==> src/rtl/loader_pkg.sv <==
// Shared types and constants for the program loader.
package loader_pkg;

  typedef enum logic [2:0] {
    IDLE,
    LOAD,
    FILL,
    RUN,
    ERROR
  } state_t;

  // Default fill word for unused program slots (zero-extended to WORD).
  localparam int unsigned NOP_DEFAULT = 0;

endpackage

==> src/rtl/loader_addr_counter.sv <==
// Program write address and accepted-word counter with clear, separate
// increments and a terminal-count flag at the last program slot.
module loader_addr_counter
  import loader_pkg::*;
#(
  parameter int ADDR = 8
) (
  input  logic            clk,
  input  logic            reset,
  input  logic            i_clear,
  input  logic            i_inc_addr,
  input  logic            i_inc_count,
  output logic [ADDR-1:0] o_addr,
  output logic [ADDR:0]   o_count,
  output logic            o_terminal
);

  logic [ADDR-1:0] r_addr;
  logic [ADDR:0]   r_count;

  // Fill writes advance the address but not the count, hence two increments.
  always_ff @(posedge clk) begin
    if (reset || i_clear) begin
      r_addr  <= '0;
      r_count <= '0;
    end else begin
      if (i_inc_addr)
        r_addr <= r_addr + ADDR'(1);
      if (i_inc_count)
        r_count <= r_count + (ADDR+1)'(1);
    end
  end

  assign o_addr     = r_addr;
  assign o_count    = r_count;
  assign o_terminal = &r_addr;

endmodule

==> src/rtl/program_loader.sv <==
// Streams program words into program memory while holding the CPU in reset.
// Define PROGRAM_LOADER_FILL_EN to pad unused slots with NOP_WORD after the last word.
module program_loader
  import loader_pkg::*;
#(
  parameter int              ADDR     = 8,
  parameter int              CODE     = 4,
  parameter int              WORD     = ADDR + CODE,
  parameter logic [WORD-1:0] NOP_WORD = WORD'(NOP_DEFAULT)
) (
  input  logic            clk,
  input  logic            reset,
  input  logic            start,
  input  logic            word_valid,
  input  logic [WORD-1:0] word_data,
  input  logic            word_last,
  output logic            word_ready,
  output logic            program_write,
  output logic [ADDR-1:0] program_addr,
  output logic [WORD-1:0] program_cmd,
  output logic            cpu_hold,
  output logic            busy,
  output logic            done,
  output logic            error,
  output logic [ADDR:0]   word_count
);

  state_t          r_state;
  logic            r_word_ready;
  logic            r_write;
  logic [ADDR-1:0] r_addr;
  logic [WORD-1:0] r_cmd;
  logic            r_hold;
  logic            r_busy;
  logic            r_done;
  logic            r_error;

  logic            w_accept;
  logic            w_fill_step;
  logic [ADDR-1:0] w_addr;
  logic            w_term;

  // r_word_ready is high exactly while in LOAD, so it doubles as the state qualifier.
  assign w_accept    = r_word_ready & word_valid;
  assign w_fill_step = (r_state == FILL);

  loader_addr_counter #(
    .ADDR(ADDR)
  ) u_counter (
    .clk         (clk),
    .reset       (reset),
    .i_clear     (start),
    .i_inc_addr  (w_accept | w_fill_step),
    .i_inc_count (w_accept),
    .o_addr      (w_addr),
    .o_count     (word_count),
    .o_terminal  (w_term)
  );

  always_ff @(posedge clk) begin
    if (reset) begin
      r_state      <= IDLE;
      r_word_ready <= 1'b0;
      r_write      <= 1'b0;
      r_addr       <= '0;
      r_cmd        <= '0;
      r_hold       <= 1'b1;
      r_busy       <= 1'b0;
      r_done       <= 1'b0;
      r_error      <= 1'b0;
    end else begin
      r_write <= 1'b0;
      if (start) begin
        // Restart from any state; a word offered alongside start is dropped.
        r_state      <= LOAD;
        r_word_ready <= 1'b1;
        r_hold       <= 1'b1;
        r_busy       <= 1'b1;
        r_done       <= 1'b0;
        r_error      <= 1'b0;
      end else begin
        case (r_state)
          LOAD: begin
            if (w_accept) begin
              r_write <= 1'b1;
              r_addr  <= w_addr;
              r_cmd   <= word_data;
              if (word_last) begin
`ifdef PROGRAM_LOADER_FILL_EN
                if (!w_term) begin
                  r_state      <= FILL;
                  r_word_ready <= 1'b0;
                end else begin
                  r_state      <= RUN;
                  r_word_ready <= 1'b0;
                  r_hold       <= 1'b0;
                  r_busy       <= 1'b0;
                  r_done       <= 1'b1;
                end
`else
                r_state      <= RUN;
                r_word_ready <= 1'b0;
                r_hold       <= 1'b0;
                r_busy       <= 1'b0;
                r_done       <= 1'b1;
`endif
              end else if (w_term) begin
                r_state      <= ERROR;
                r_word_ready <= 1'b0;
                r_busy       <= 1'b0;
                r_error      <= 1'b1;
              end
            end
          end
`ifdef PROGRAM_LOADER_FILL_EN
          FILL: begin
            r_write <= 1'b1;
            r_addr  <= w_addr;
            r_cmd   <= NOP_WORD;
            if (w_term) begin
              r_state <= RUN;
              r_hold  <= 1'b0;
              r_busy  <= 1'b0;
              r_done  <= 1'b1;
            end
          end
`endif
          default: ;
        endcase
      end
    end
  end

  assign word_ready    = r_word_ready;
  assign program_write = r_write;
  assign program_addr  = r_addr;
  assign program_cmd   = r_cmd;
  assign cpu_hold      = r_hold;
  assign busy          = r_busy;
  assign done          = r_done;
  assign error         = r_error;

endmodule

==> config.mk <==
export PLATFORM = sky130hd
export DESIGN_NAME = program_loader
export DESIGN_NICKNAME = d
export VERILOG_FILES = /design/src/rtl/loader_pkg.sv /design/src/rtl/loader_addr_counter.sv /design/src/rtl/program_loader.sv
export SDC_FILE = /design/constraint.sdc
export NUM_CORES = 1
export LEC_CHECK = 0
export BUFFER_PORTS_ARGS = -buffer_cell sky130_fd_sc_hd__buf_2
export CORE_AREA = 2 2 70 99
export CTS_CLUSTER_SIZE = 20
export DETAILED_ROUTE_END_ITERATION = 12
export DIE_AREA = 0 0 72 101
export GPL_TIMING_DRIVEN = 0
export PLACE_DENSITY = 0.46
export SYNTH_ARGS = -nofsm -noshare
export SYNTH_HDL_FRONTEND = slang
export SYNTH_SLANG_ARGS = --single-unit
==> constraint.sdc <==
create_clock -name clk -period 1.4 [get_ports clk]
set_clock_uncertainty 0.05 [all_clocks]
set_input_delay 0.28 -clock clk [delete_from_list [all_inputs] [get_ports clk]]
set_output_delay 0.28 -clock clk [all_outputs]
set_load 0.005 [all_outputs]
# Word-level counts from Yosys, hierarchy flattened
# Cells that the tools add are included.
dict set report word_totals {
  output_inout_bits 35
  latchBits 0
  rom_bits 0
  in_bits 17
  memories 0
  register_bits 45
  ramBits 0
  word_cells 44
}
dict set report classes {
  div 0
  multipliers 0
  reduce_logical 13
  muxes 11
  eq_ne 2
  magnitude_cmp 0
  n_addsub 2
  n_shift 0
  bitwise_logic 5
}
# operator n
set op_table {}
lappend op_table {{$reduce_and A3 Y1} 4}
lappend op_table {{$reduce_and A11 Y1} 1}
lappend op_table {{$add A9 B1 Y9 const B} 1}
lappend op_table {{$mux W1} 9}
lappend op_table {{$add A8 B1 Y8 const B} 1}
lappend op_table {{$reduce_and A8 Y1} 1}
lappend op_table {{$mux W3} 2}
lappend op_table {{$reduce_bool A2 Y1} 3}
lappend op_table {{$eq A3 B1 Y1 const B} 1}
lappend op_table {{$eq A3 B2 Y1 const B} 1}
lappend op_table {{$not A1 Y1} 3}
lappend op_table {{$reduce_bool A3 Y1} 1}
lappend op_table {{$reduce_or A3 Y1} 1}
lappend op_table {{$reduce_or A2 Y1} 1}
lappend op_table {{$and A1 B1 Y1} 1}
lappend op_table {{$logic_or A1 B1 Y1} 1}
lappend op_table {{$or A1 B1 Y1} 1}

# Longest topological paths before layout
# Gate-level depths: netlist of the first run.
dict set report depth {
  depth_word 6
  depth_mapped 5
  depth_no_buf 5
}

# Hierarchy
# From an unflattened synthesis of the first run, not the netlist that was laid out.
dict set report unflattened {
  cells_unflattened 206
  hier_area_um2 1895.6
}
# module area_each_um2 n_inst cells_each
set by_module_without_submodules {}
lappend by_module_without_submodules {program_loader 1157.4 1 124}
lappend by_module_without_submodules {loader_addr_counter 738.2 1 82}

# Worst setup path before layout of the first run
# No wires, ideal clock.
dict set report synth_path {
  path_kind {register -> register}
  from {reg r_state[0]}
  to {reg r_addr[0], in the netlist program_addr[0]}
  stages_incl_launch_ff 6
  arrival_ns 1.355
  setup_time_ns 0.132
  path_slack_ns -0.137
  period_less_slack_ns 1.537
  required_time_ns 1.218
  cell_sequence {dfxtp_1 or3b_4 or3_4 buf_6 nand2_1 a21oi_1}
}
dict set report synth_between {
  elab_chain_cells 2
}
# element line
set synth_lines {}
lappend synth_lines {{from (decl)} program_loader.sv:28} ;# state_t r_state;
lappend synth_lines {{from (signal assigned)} program_loader.sv:62} ;# r_state <= IDLE;
lappend synth_lines {{from (signal assigned)} program_loader.sv:75} ;# r_state <= LOAD;
lappend synth_lines {{from (signal assigned)} program_loader.sv:101} ;# r_state <= RUN;
lappend synth_lines {{$eq A3 B1 Y1} program_loader.sv:82} ;# case (r_state)
lappend synth_lines {{$reduce_and A3 Y1 (no source line)} n/a}
lappend synth_lines {{to (signal assigned)} program_loader.sv:86} ;# r_addr <= w_addr;
lappend synth_lines {{to (decl)} program_loader.sv:31} ;# logic [ADDR-1:0] r_addr;
# No other way between the ends.
# A chain may end at the register's enable or synchronous reset.

# Worst setup path after layout of the first run
dict set report layout_path {
  from {reg r_state[1]}
  to {reg r_state[0]}
}
dict set report layout_between {
  elab_chain_cells 3
}
# element line
set layout_lines {}
lappend layout_lines {{$eq A3 B1 Y1} program_loader.sv:82}
lappend layout_lines {{$reduce_bool A2 Y1 (no source line)} n/a}
lappend layout_lines {{$reduce_and A3 Y1 (no source line)} n/a}
# No other way between the ends.

==> results of run 1 <==
## cells by family after synthesis
group | after synthesis
adder cells (fa/ha/maj) | 2
AO/OA/AOI/OAI | 36
XOR/XNOR | 13
AND/OR/NAND/NOR | 94
buffers and inverters | 14
flip-flops | 45
## per-layer routing
metal / up-vias / GRT usage [%]
li1: 801 / -
met1: 711 / 14.6
met2: 38 / 19.9
met3: 7 / 3.00
met4: 0 / 5.66
met5: - / 0
## critical path, delay by kind of cell, from the launching register on
kind                   cells  cell delay (ps)
and+or+nand+nor            2              740
DFF                        1              330
buffers and inverters      2              270
AOI/OAI and AO/OA          1              130
## cell usage after synthesis (2+ instances only)
cell type	instances
a21oi_1	24
and3_1	2
and4_1	2
buf_2	4
buf_6	2
clkbuf_1	3
dfxtp_1	45
ha_1	2
inv_1	3
nand2_1	51
nand4_1	3
nor2_1	21
nor3_1	4
nor4_1	2
o2111ai_1	3
o211ai_1	2
o21a_1	2
o21ai_0	4
xnor2_1	3
xor2_1	10
## metrics by stage
| stage | worst slack [ps] | total power, W |
|---|---|---|
| 2_1_floorplan | -128 | 0.00140 |
| 6_report | -228 | 0.00227 |
| 3_3_place_gp | -230 | 0.00146 |
| 4_1_cts | -222 | 0.00230 |
| 3_5_place_dp | -245 | 0.00146 |
| 5_1_grt | -299 | 0.00239 |
## state kept, by name, indices dropped and copies added (netlist names)
| name | count |
|---|---|
| program_write | 1 |
| u_counter.o_count | 9 |
| program_addr | 8 |
| cpu_hold | 1 |
| done | 1 |
| busy | 1 |
| program_cmd | 12 |
| error | 1 |
| r_state | 3 |
| u_counter.o_addr | 8 |
## power breakdown
group          switching, W  internal [W]  leakage, nW
combinational     0.0000833     0.0000687        0.546
clock              0.000422      0.000392       0.0443
sequential        0.0000119       0.00129        0.366
total              0.000517       0.00175        0.956
## repair_timing
item,CTS,global route
setup buffers,1,1
cloned,1,0
setup endpoints to repair,26,32
resized for setup,11,31
pin swaps,2,8
## final cells by class
cell class,count,share of cell area (%)
clock buffer,7,3.66
buffer,11,3.66
tap,74,3.93
timing repair buffer,53,11.9
sequential,45,38.5
multi-input combinational,145,37.8
inverter,3,0.478
## how the worst min path moves through the flow
stage / startpoint / slack, ps / endpoint
final: reset / 140 / program_cmd[6]
after global routing: reset / 130 / program_cmd[6]
after CTS: reset / 130 / program_cmd[6]
after detailed placement: program_cmd[6] / 400 / program_cmd[6]
after global placement: program_cmd[3] / 390 / program_cmd[3]
after floorplan: word_data[6] / 360 / program_cmd[6]
==> results.py, run 1 <==
metrics = {
    "timing": {
        "fin_crit_sh_pct": 116,
        "setup_viol": 29,
        "slew_viol_final": 0,
        "layout_setup_ws_ps": -228,
        "tightest_slew_ps": 658,
        "rsz0062_at_grt": "true",
        "hold_viol": 0,
        "max_slew_margin_pct": 56.2,
        "fmaxAchievable_mhz": 614,
        "final.min_clock_period_ps": 1630,
        "setup-tns-final_ps": -5230,
        "hold_ws_ps": 140,
    },
    "final_layout": {
        "design_area_um2": 2360,
        "finish.utilization_pct": 36.6,
        "drive_gt1_share_pct": 37.5,
        "multiInputGateArea_um2": 892,
        "area_delta_synth_final_pct": 35.2,
        "n_fill_cell": 700,
        "nets": 283,
        "final_cell_mix": "buf_2, nand2_1, dfxtp_1, nor2_1, a21oi_1",
        "regArea_um2": 908,
        "finalNonFillerCells": 338,
        "diodes": 0,
        "final_common_cell": "buf_2",
    },
    "setup_path": {
        "cp-end-kind": "flop",
        "worstSetupPathType": "flop to flop",
        "endpoint": "r_state[0]",
        "crit_chain": "or3b_4 -> buf_4 -> buf_6 -> nor4_4 -> o22ai_1",
        "critPathRequiredTime_ps": 1520,
        "ff2ff_setup_slack_ps": -230,
        "cp-start-kind": "flop",
        "cp_max_fo": 3,
        "rr_endpoint": "r_state[0]",
        "critical_path.max_stage_delay_ps": 410,
        "cp.arrival_ps": 1750,
        "worst-r2r-cell-count": 5,
        "r2r_start": "r_state[1]",
        "worstSetupStartpoint": "r_state[1]",
        "cp_slowest_cell": "or3b_4",
    },
    "grt": {
        "grt_first_pass_wirelength_um": 6840,
        "grt_pass1_vias": 1468,
        "grt_max_degree": 13,
        "track_usage_pct": 12.1,
        "grt_overflow_total": 0,
        "grt_antenna_before_repair": 0,
    },
    "power": {
        "peakVddDrop_uv": 491,
        "p_per_area_nw_per_um2": 964,
        "power_leakage_nw": 0.956,
    },
    "synth": {
        "synth_adder_area_share_pct": 1.43,
        "synth_mux_area_share_pct": 0,
        "synthXorXnorAreaFrac_pct": 6.53,
        "synth_area_leaders": "dfxtp_1, nand2_1, a21oi_1, xor2_1, nor2_1",
        "yosys_warnings": 0,
        "async_reset_ff_share_pct": 0,
        "syn_area_per_cell_um2": 8.55,
        "syn_nets": 223,
        "synth-simple-area-share_pct": 24.4,
        "synth_edf_count": 0,
        "yosysTopAreaCell": "dfxtp_1",
        "synth_compound_area_share_pct": 11.6,
        "synth_top_cell_area_share_pct": 51.6,
        "ys.flop_type": "dfxtp_1",
        "ys_ff_latch": 45,
        "postSynthCellCount": 204,
        "synth_cell_type_count": 32,
        "ys_seq_area_share_pct": 51.6,
        "synth_top_family_by_area": "simple AND/OR/NAND/NOR gates",
        "syn-cell-area_um2": 1740,
    },
    "clock_network": {
        "htreeDepth": 2,
        "clk_latency_ps": 290,
        "cts_root_buffer": "clkbuf_8",
        "cts_hold_buf": 0,
        "cts.clk_slew.worst_paths_ps": 80,
        "numCtsBuffers": 5,
        "ctsLongestPathBuffers": 2,
        "clock-sinks": 45,
        "cts_tree": "yes",
    },
    "detailed_routing": {
        "first_pass_iters": 4,
        "routed_wl_um": 4080,
        "met2WireLength_um": 2010,
        "drc": 0,
        "drt-met1-wl_um": 1780,
        "drt_iter0_markers": 54,
        "viasPerCell": 4.61,
        "postRouteAntennaNets": 0,
        "wl_per_cell_um": 12.1,
        "vias": 1557,
        "routed.top_layer": "met4",
        "wl_met3_um": 209,
    },
    "die": {
        "die_h_um": 101,
        "die_x_um": 72,
        "io_pins": 52,
        "dieArea_um2": 7270,
        "initial_utilization_pct": 27.1,
        "core_area_um2": 6440,
        "rows": 35,
    },
    "place": {
        "portBuffers": 50,
        "dp_hpwl_um": 2840,
        "dp.cells": 328,
        "gp_congestion": 0.748,
        "placed_area_um2": 2100,
    },
    "outcome": {
        "status": "finished with violations",
        "violations": "negative setup slack",
    },
    "run": {
        "maxCapViolations": 0,
    },
    "worst_hold_path": {
        "hp-class": "input pin to flop",
        "min_path_cells": 2,
    },
}
Power figures use the tool's default switching activity.
==> run 2: changes to the inputs <==
Settings changed: CORE_AREA 2 2 70 99 to 2 2 73 103, DIE_AREA 0 0 72 101 to 0 0 75 105, SYNTH_HIERARCHICAL from default to 1.
==> run 2 against run 1 <==
The flow still finishes with violations (negative setup slack). Clock power decreased by 1%. Sequential cell count unchanged. Combinational power increased by 40%. Final area increased by 6.1%. Worst setup slack improved by 220 ps. Power increased by 2.1%. Via count increased by 11%. Register-to-register slack improved by 220 ps. Critical path type unchanged. Critical endpoint is now u_counter/o_addr[7]. Largest cell class is now multi-input combinational cells.
==> results.py, run 2 <==
metrics = {
    "power": {
        "p_sw_w": 0.000592,
        "power_leakage_nw": 0.961,
        "p_per_area_nw_per_um2": 927,
        "p_total_w": 0.00232,
        "peakVddDrop_uv": 452,
        "internal_power_w": 0.00173,
        "p_seq_share_pct": 56.0,
        "p_clk_share_pct": 34.8,
        "switching_share_pct": 25.6,
        "p_comb_share_pct": 9.2,
    },
    "setup_path": {
        "cp-end-kind": "flop",
        "crit_chain": "and2_4 -> a21o_4 -> nand4_1 -> or3_1 -> a21oi_1",
        "worstSetupPathType": "flop to flop",
        "cp.arrival_ps": 1590,
        "rr_endpoint": "u_counter/o_addr[7]",
        "r2r_start": "busy",
        "critPathRequiredTime_ps": 1590,
        "ff2ff_setup_slack_ps": -5,
        "path_delay_family": "simple AND/OR/NAND/NOR gates",
        "cp_max_fo": 5,
        "path_buf_inv": 0,
        "worst-r2r-cell-count": 5,
        "cp-start-kind": "flop",
        "critical_path.max_stage_delay_ps": 410,
        "cp_slowest_cell": "or3_1",
    },
    "synth": {
        "synth_cell_type_count": 35,
        "syn_area_per_cell_um2": 9.20,
        "ys_seq_area_share_pct": 47.5,
        "synth_area_leaders": "dfxtp_1, nand4b_1, a21oi_1, o21ai_1, nor2_1",
        "postSynthCellCount": 206,
        "yosys_warnings": 6,
        "async_reset_ff_share_pct": 0,
        "yosysTopAreaCell": "dfxtp_1",
        "syn_nets": 225,
        "syn-cell-area_um2": 1900,
        "synth_top_cell_area_share_pct": 47.5,
        "synth_common_cells": "dfxtp_1, a21oi_1, o21ai_1, nand4b_1, nor2_1",
        "synthMostInstantiatedCell": "dfxtp_1",
        "ys_ff_latch": 45,
        "ys.flop_type": "dfxtp_1",
        "synth_edf_count": 0,
    },
    "worst_hold_path": {
        "min_to": "program_cmd[11]",
        "hold_path.startpoint": "word_data[11]",
        "hp-class": "input pin to flop",
        "min_path_cells": 3,
    },
    "clock_network": {
        "cts_hold_buf": 0,
        "clk_latency_ps": 300,
        "cts_root_buffer": "clkbuf_8",
        "numCtsBuffers": 5,
        "cts_tree": "yes",
        "htreeDepth": 2,
        "ctsLongestPathBuffers": 2,
        "clock-sinks": 45,
        "cts.clk_slew.worst_paths_ps": 90,
    },
    "timing": {
        "layout_setup_ws_ps": -5.38,
        "fin_crit_sh_pct": 100,
        "setup_viol": 1,
        "rsz0062_at_grt": "true",
        "tightest_slew_ps": 481,
        "hold_viol": 0,
        "max_slew_margin_pct": 68.0,
        "fmaxAchievable_mhz": 712,
        "slew_viol_final": 0,
        "final.min_clock_period_ps": 1410,
    },
    "final_layout": {
        "area_delta_synth_final_pct": 31.9,
        "finish.utilization_pct": 36.3,
        "finalNonFillerCells": 366,
        "drive_gt1_share_pct": 36.9,
        "final_cell_mix": "buf_2, dfxtp_1, a21oi_1, o21ai_1, nand4b_1",
        "nets": 289,
        "largest_reg_flops": 12,
        "final_common_cell": "buf_2",
        "design_area_um2": 2500,
        "diodes": 0,
    },
    "place": {
        "placed_area_um2": 2290,
        "place_ws_ps": -239,
        "dp_hpwl_um": 3480,
        "gp_congestion": 0.646,
        "dp.cells": 352,
        "portBuffers": 51,
    },
    "die": {
        "die_h_um": 105,
        "die_x_um": 75,
        "io_pins": 52,
        "rows": 36,
        "core_area_um2": 6890,
        "initial_utilization_pct": 27.5,
        "dieArea_um2": 7880,
    },
    "grt": {
        "grt_antenna_before_repair": 0,
        "grt_first_pass_wirelength_um": 8160,
        "grt_max_degree": 15,
        "grt_pass1_vias": 1636,
        "track_usage_pct": 13.1,
        "grt_overflow_total": 0,
    },
    "detailed_routing": {
        "drt_iter0_markers": 62,
        "postRouteAntennaNets": 0,
        "routed_wl_um": 5040,
        "first_pass_iters": 6,
        "viasPerCell": 4.72,
        "drc": 0,
        "vias": 1729,
        "wl_per_cell_um": 13.8,
    },
    "outcome": {
        "violations": "negative setup slack",
        "status": "finished with violations",
    },
    "run": {
        "maxCapViolations": 0,
    },
}
[run 2: metal layers]
layer | wire [um] | vias up | part of all wire [%] | global-route usage (%)
met5 | 0 | - | 0 | 0
met4 | 53 | 0 | 1.1 | 4.21
li1 | - | 880 | - | -
met3 | 185 | 5 | 3.7 | 2.60
met1 | 2120 | 819 | 42 | 16.6
met2 | 2680 | 25 | 53 | 21.8
[run 2: final cells by class]
cell class | instances | area (um^2)
repair buffers | 58 | 308
flip-flops and latches | 45 | 916
inverters | 1 | 3.75
plain buffers | 16 | 98.8
clock buffers | 5 | 68.8
fillers | 767 | 4390
clock inverters | 3 | 17.5
well taps | 95 | 119
multi-input cells | 143 | 970
[run 2: worst max path at each step]
stage,start,to,slack (ps),cells after the start
floorplan,busy,u_counter/o_addr[5],-10,6
global placement,reset,u_counter/o_count[0],-220,5
detailed placement,reset,u_counter/o_addr[1],-240,5
CTS,busy,u_counter/o_addr[5],-90,6
global route,busy,u_counter/o_addr[7],-70,5
finish,busy,u_counter/o_addr[7],-5,5
[run 2: repair_timing]
item / 4_1_cts / 5_1_grt
cloned: 0 / 0
setup buffers: 6 / 2
hold endpoints to repair: 0 / 0
endpoints found under the setup margin: 10 / 39
pin swaps: 3 / 6
gates resized for setup: 11 / 16
[run 2: metrics by stage]
| stage | hold WS, ps | TNS (ps) |
|---|---|---|
| 3_5_place_dp | 398 | -3120 |
| 6_report | 185 | -5.38 |
| 4_1_cts | 177 | -870 |
| 5_1_grt | 194 | -570 |
| 2_1_floorplan | 302 | -23.3 |
| 3_3_place_gp | 400 | -2800 |
[run 2: kinds of logic (layout without fill, tap and decap cells)]
logic type                 Yosys count  after routing  share of synthesized area [%]
muxes                                2              2                           1.06
xor gates and xnor gates             8              8                           3.70
adders and majority gates            2              2                           1.32
and+or+nand+nor                     71             71                           24.7
buffers and inverters               18             83                           5.08
DFF                                 45             45                           47.5
AOI/OAI and AO/OA                   60             60                           16.6
[run 2: tightest hold or removal path: cells and delay by family]
| kind | cells | cell delay (ps) |
|---|---|---|
| and+or+nand+nor | 1 | 70 |
| buffers and inverters | 1 | 100 |
| AOI/OAI and AO/OA | 1 | 50 |
[run 2: power by group through the flow]
stage | Sequential (W) | Clock [W] | Combinational (W)
after floorplan | 0.00133 | 0 | 0.000113
after global placement | 0.00133 | 0 | 0.000191
after detailed placement | 0.00133 | 0 | 0.000191
after CTS | 0.00130 | 0.000846 | 0.000208
after global routing | 0.00130 | 0.000898 | 0.000236
final | 0.00130 | 0.000806 | 0.000213
==> run 3: changes to the inputs <==
Settings changed: CORE_AREA 2 2 73 103 to 2 2 86 88, DIE_AREA 0 0 75 105 to 0 0 88 90.
==> run 3 against run 2 <==
The flow still finishes with violations (negative setup slack). Sequential share of layout area shrank 0.50 points. Die area grew 0.57%. Non-clock buffer count is 3 higher. Utilization is essentially flat. Hold slack improved by 0.94 ps. Maximum frequency shrank 3.9%. Critical endpoint is now u_counter/o_count[7]. Largest power group unchanged.
==> results.py, run 3 (synthesis gave the netlist of run 2 again) <==
metrics = {
    "place": {
        "dp_hpwl_um": 3280,
        "dp.cells": 356,
        "placed_area_um2": 2290,
        "gp_congestion": 0.689,
        "portBuffers": 51,
    },
    "timing": {
        "hold_ws_ps": 186,
        "max_slew_margin_pct": 69.1,
        "tightest_slew_ps": 464,
        "setup_viol": 5,
        "fmaxAchievable_mhz": 684,
        "rsz0062_at_grt": "true",
        "setup-tns-final_ps": -162,
        "layout_setup_ws_ps": -62.7,
        "fin_crit_sh_pct": 104,
        "hold_viol": 0,
        "slew_viol_final": 0,
        "final.min_clock_period_ps": 1460,
    },
    "clock_network": {
        "cts_tree": "yes",
        "ctsLongestPathBuffers": 2,
        "cts_root_buffer": "clkbuf_8",
        "clock-sinks": 45,
        "numCtsBuffers": 5,
        "cts.clk_slew.worst_paths_ps": 90,
        "clk_latency_ps": 300,
        "htreeDepth": 2,
    },
    "detailed_routing": {
        "drc": 0,
        "viasPerCell": 4.61,
        "wl_per_cell_um": 13.0,
        "first_pass_iters": 4,
        "routed_wl_um": 4850,
        "drt_iter0_markers": 75,
        "postRouteAntennaNets": 0,
        "vias": 1719,
    },
    "setup_path": {
        "worstSetupPathType": "flop to flop",
        "cp_slowest_cell": "or4_1",
        "worst-r2r-cell-count": 6,
        "critPathRequiredTime_ps": 1580,
        "cp-end-kind": "flop",
        "crit_chain": "and2_4 -> buf_4 -> buf_6 -> nand4_4 -> or4_1 -> a21oi_1",
        "critical_path.max_stage_delay_ps": 420,
        "cp_max_fo": 7,
        "cp-start-kind": "flop",
        "cp.arrival_ps": 1650,
    },
    "grt": {
        "grt_pass1_vias": 1592,
        "track_usage_pct": 12.3,
        "grt_max_degree": 14,
        "grt_first_pass_wirelength_um": 7840,
        "grt_antenna_before_repair": 0,
        "grt_overflow_total": 0,
    },
    "final_layout": {
        "final_cell_mix": "buf_2, dfxtp_1, a21oi_1, o21ai_1, nand4b_1",
        "diodes": 0,
        "area_delta_synth_final_pct": 34.3,
        "drive_gt1_share_pct": 36.1,
        "finalNonFillerCells": 373,
        "nets": 292,
        "final_common_cell": "buf_2",
        "finish.utilization_pct": 36.3,
        "largest_reg_flops": 12,
        "design_area_um2": 2550,
    },
    "power": {
        "peakVddDrop_uv": 452,
        "power_leakage_nw": 0.991,
        "p_per_area_nw_per_um2": 993,
    },
    "die": {
        "die_h_um": 90,
        "initial_utilization_pct": 27.0,
        "die_x_um": 88,
        "io_pins": 52,
        "rows": 31,
        "core_area_um2": 7020,
        "dieArea_um2": 7920,
    },
    "outcome": {
        "violations": "negative setup slack",
        "status": "finished with violations",
    },
    "run": {
        "maxCapViolations": 0,
    },
    "worst_hold_path": {
        "min_path_cells": 2,
        "hp-class": "input pin to flop",
    },
}
[run 3: final cells by class]
class                      count  area [um^2]
tap                           99          124
fill                         765         4470
timing repair buffer          61          334
sequential                    45          920
buffer                        16         98.8
clock buffer                   7         86.3
multi-input combinational    143          950
clock inverter                 1         30.0
inverter                       1         3.75
[run 3: path summary, 6_finish.rpt]
kind	slack, ps	to	startpoint
setup reg to reg	-60	u_counter/o_count[7]	busy
setup / recovery	-60	u_counter/o_count[7]	busy
hold / removal	190	busy	reset
hold reg to reg	410	cpu_hold	cpu_hold
[run 3: where the power goes]
part / switching (W) / internal, W / total [W]
clock network: 0.000440 / 0.000582 / 0.00102
logic: 0.000118 / 0.0000924 / 0.000211
registers: 0.00000878 / 0.00129 / 0.00130
total: 0.000567 / 0.00196 / 0.00253
[run 3: what timing repair did]
action,in CTS,in global routing
resized for setup,14,14
setup endpoints to repair,11,35
hold buffers,0,0
setup buffers,9,1
pin swaps,9,6
[run 3: per-stage QoR]
step	setup slack (ps)	power (W)
final	-62.7	0.00253
after CTS	-115	0.00257
after global placement	-205	0.00152
after floorplan	-11.7	0.00144
after detailed placement	-209	0.00152
after global routing	-142	0.00264
[run 3: layer usage]
metal  track usage (%)  wire length [um]  up-vias
met3              2.75               149        5
met5                 0                 0        -
met1              17.4              2410      807
met4              4.62                85        0
li1                  -                 -      881
met2              18.1              2200       26
[run 3: worst max-delay path, delay by kind of cell (launching register included)]
kind | cells | cell delay (ps)
compound gates | 1 | 140
flops | 1 | 360
simple gates | 3 | 650
buf+inv | 2 | 200
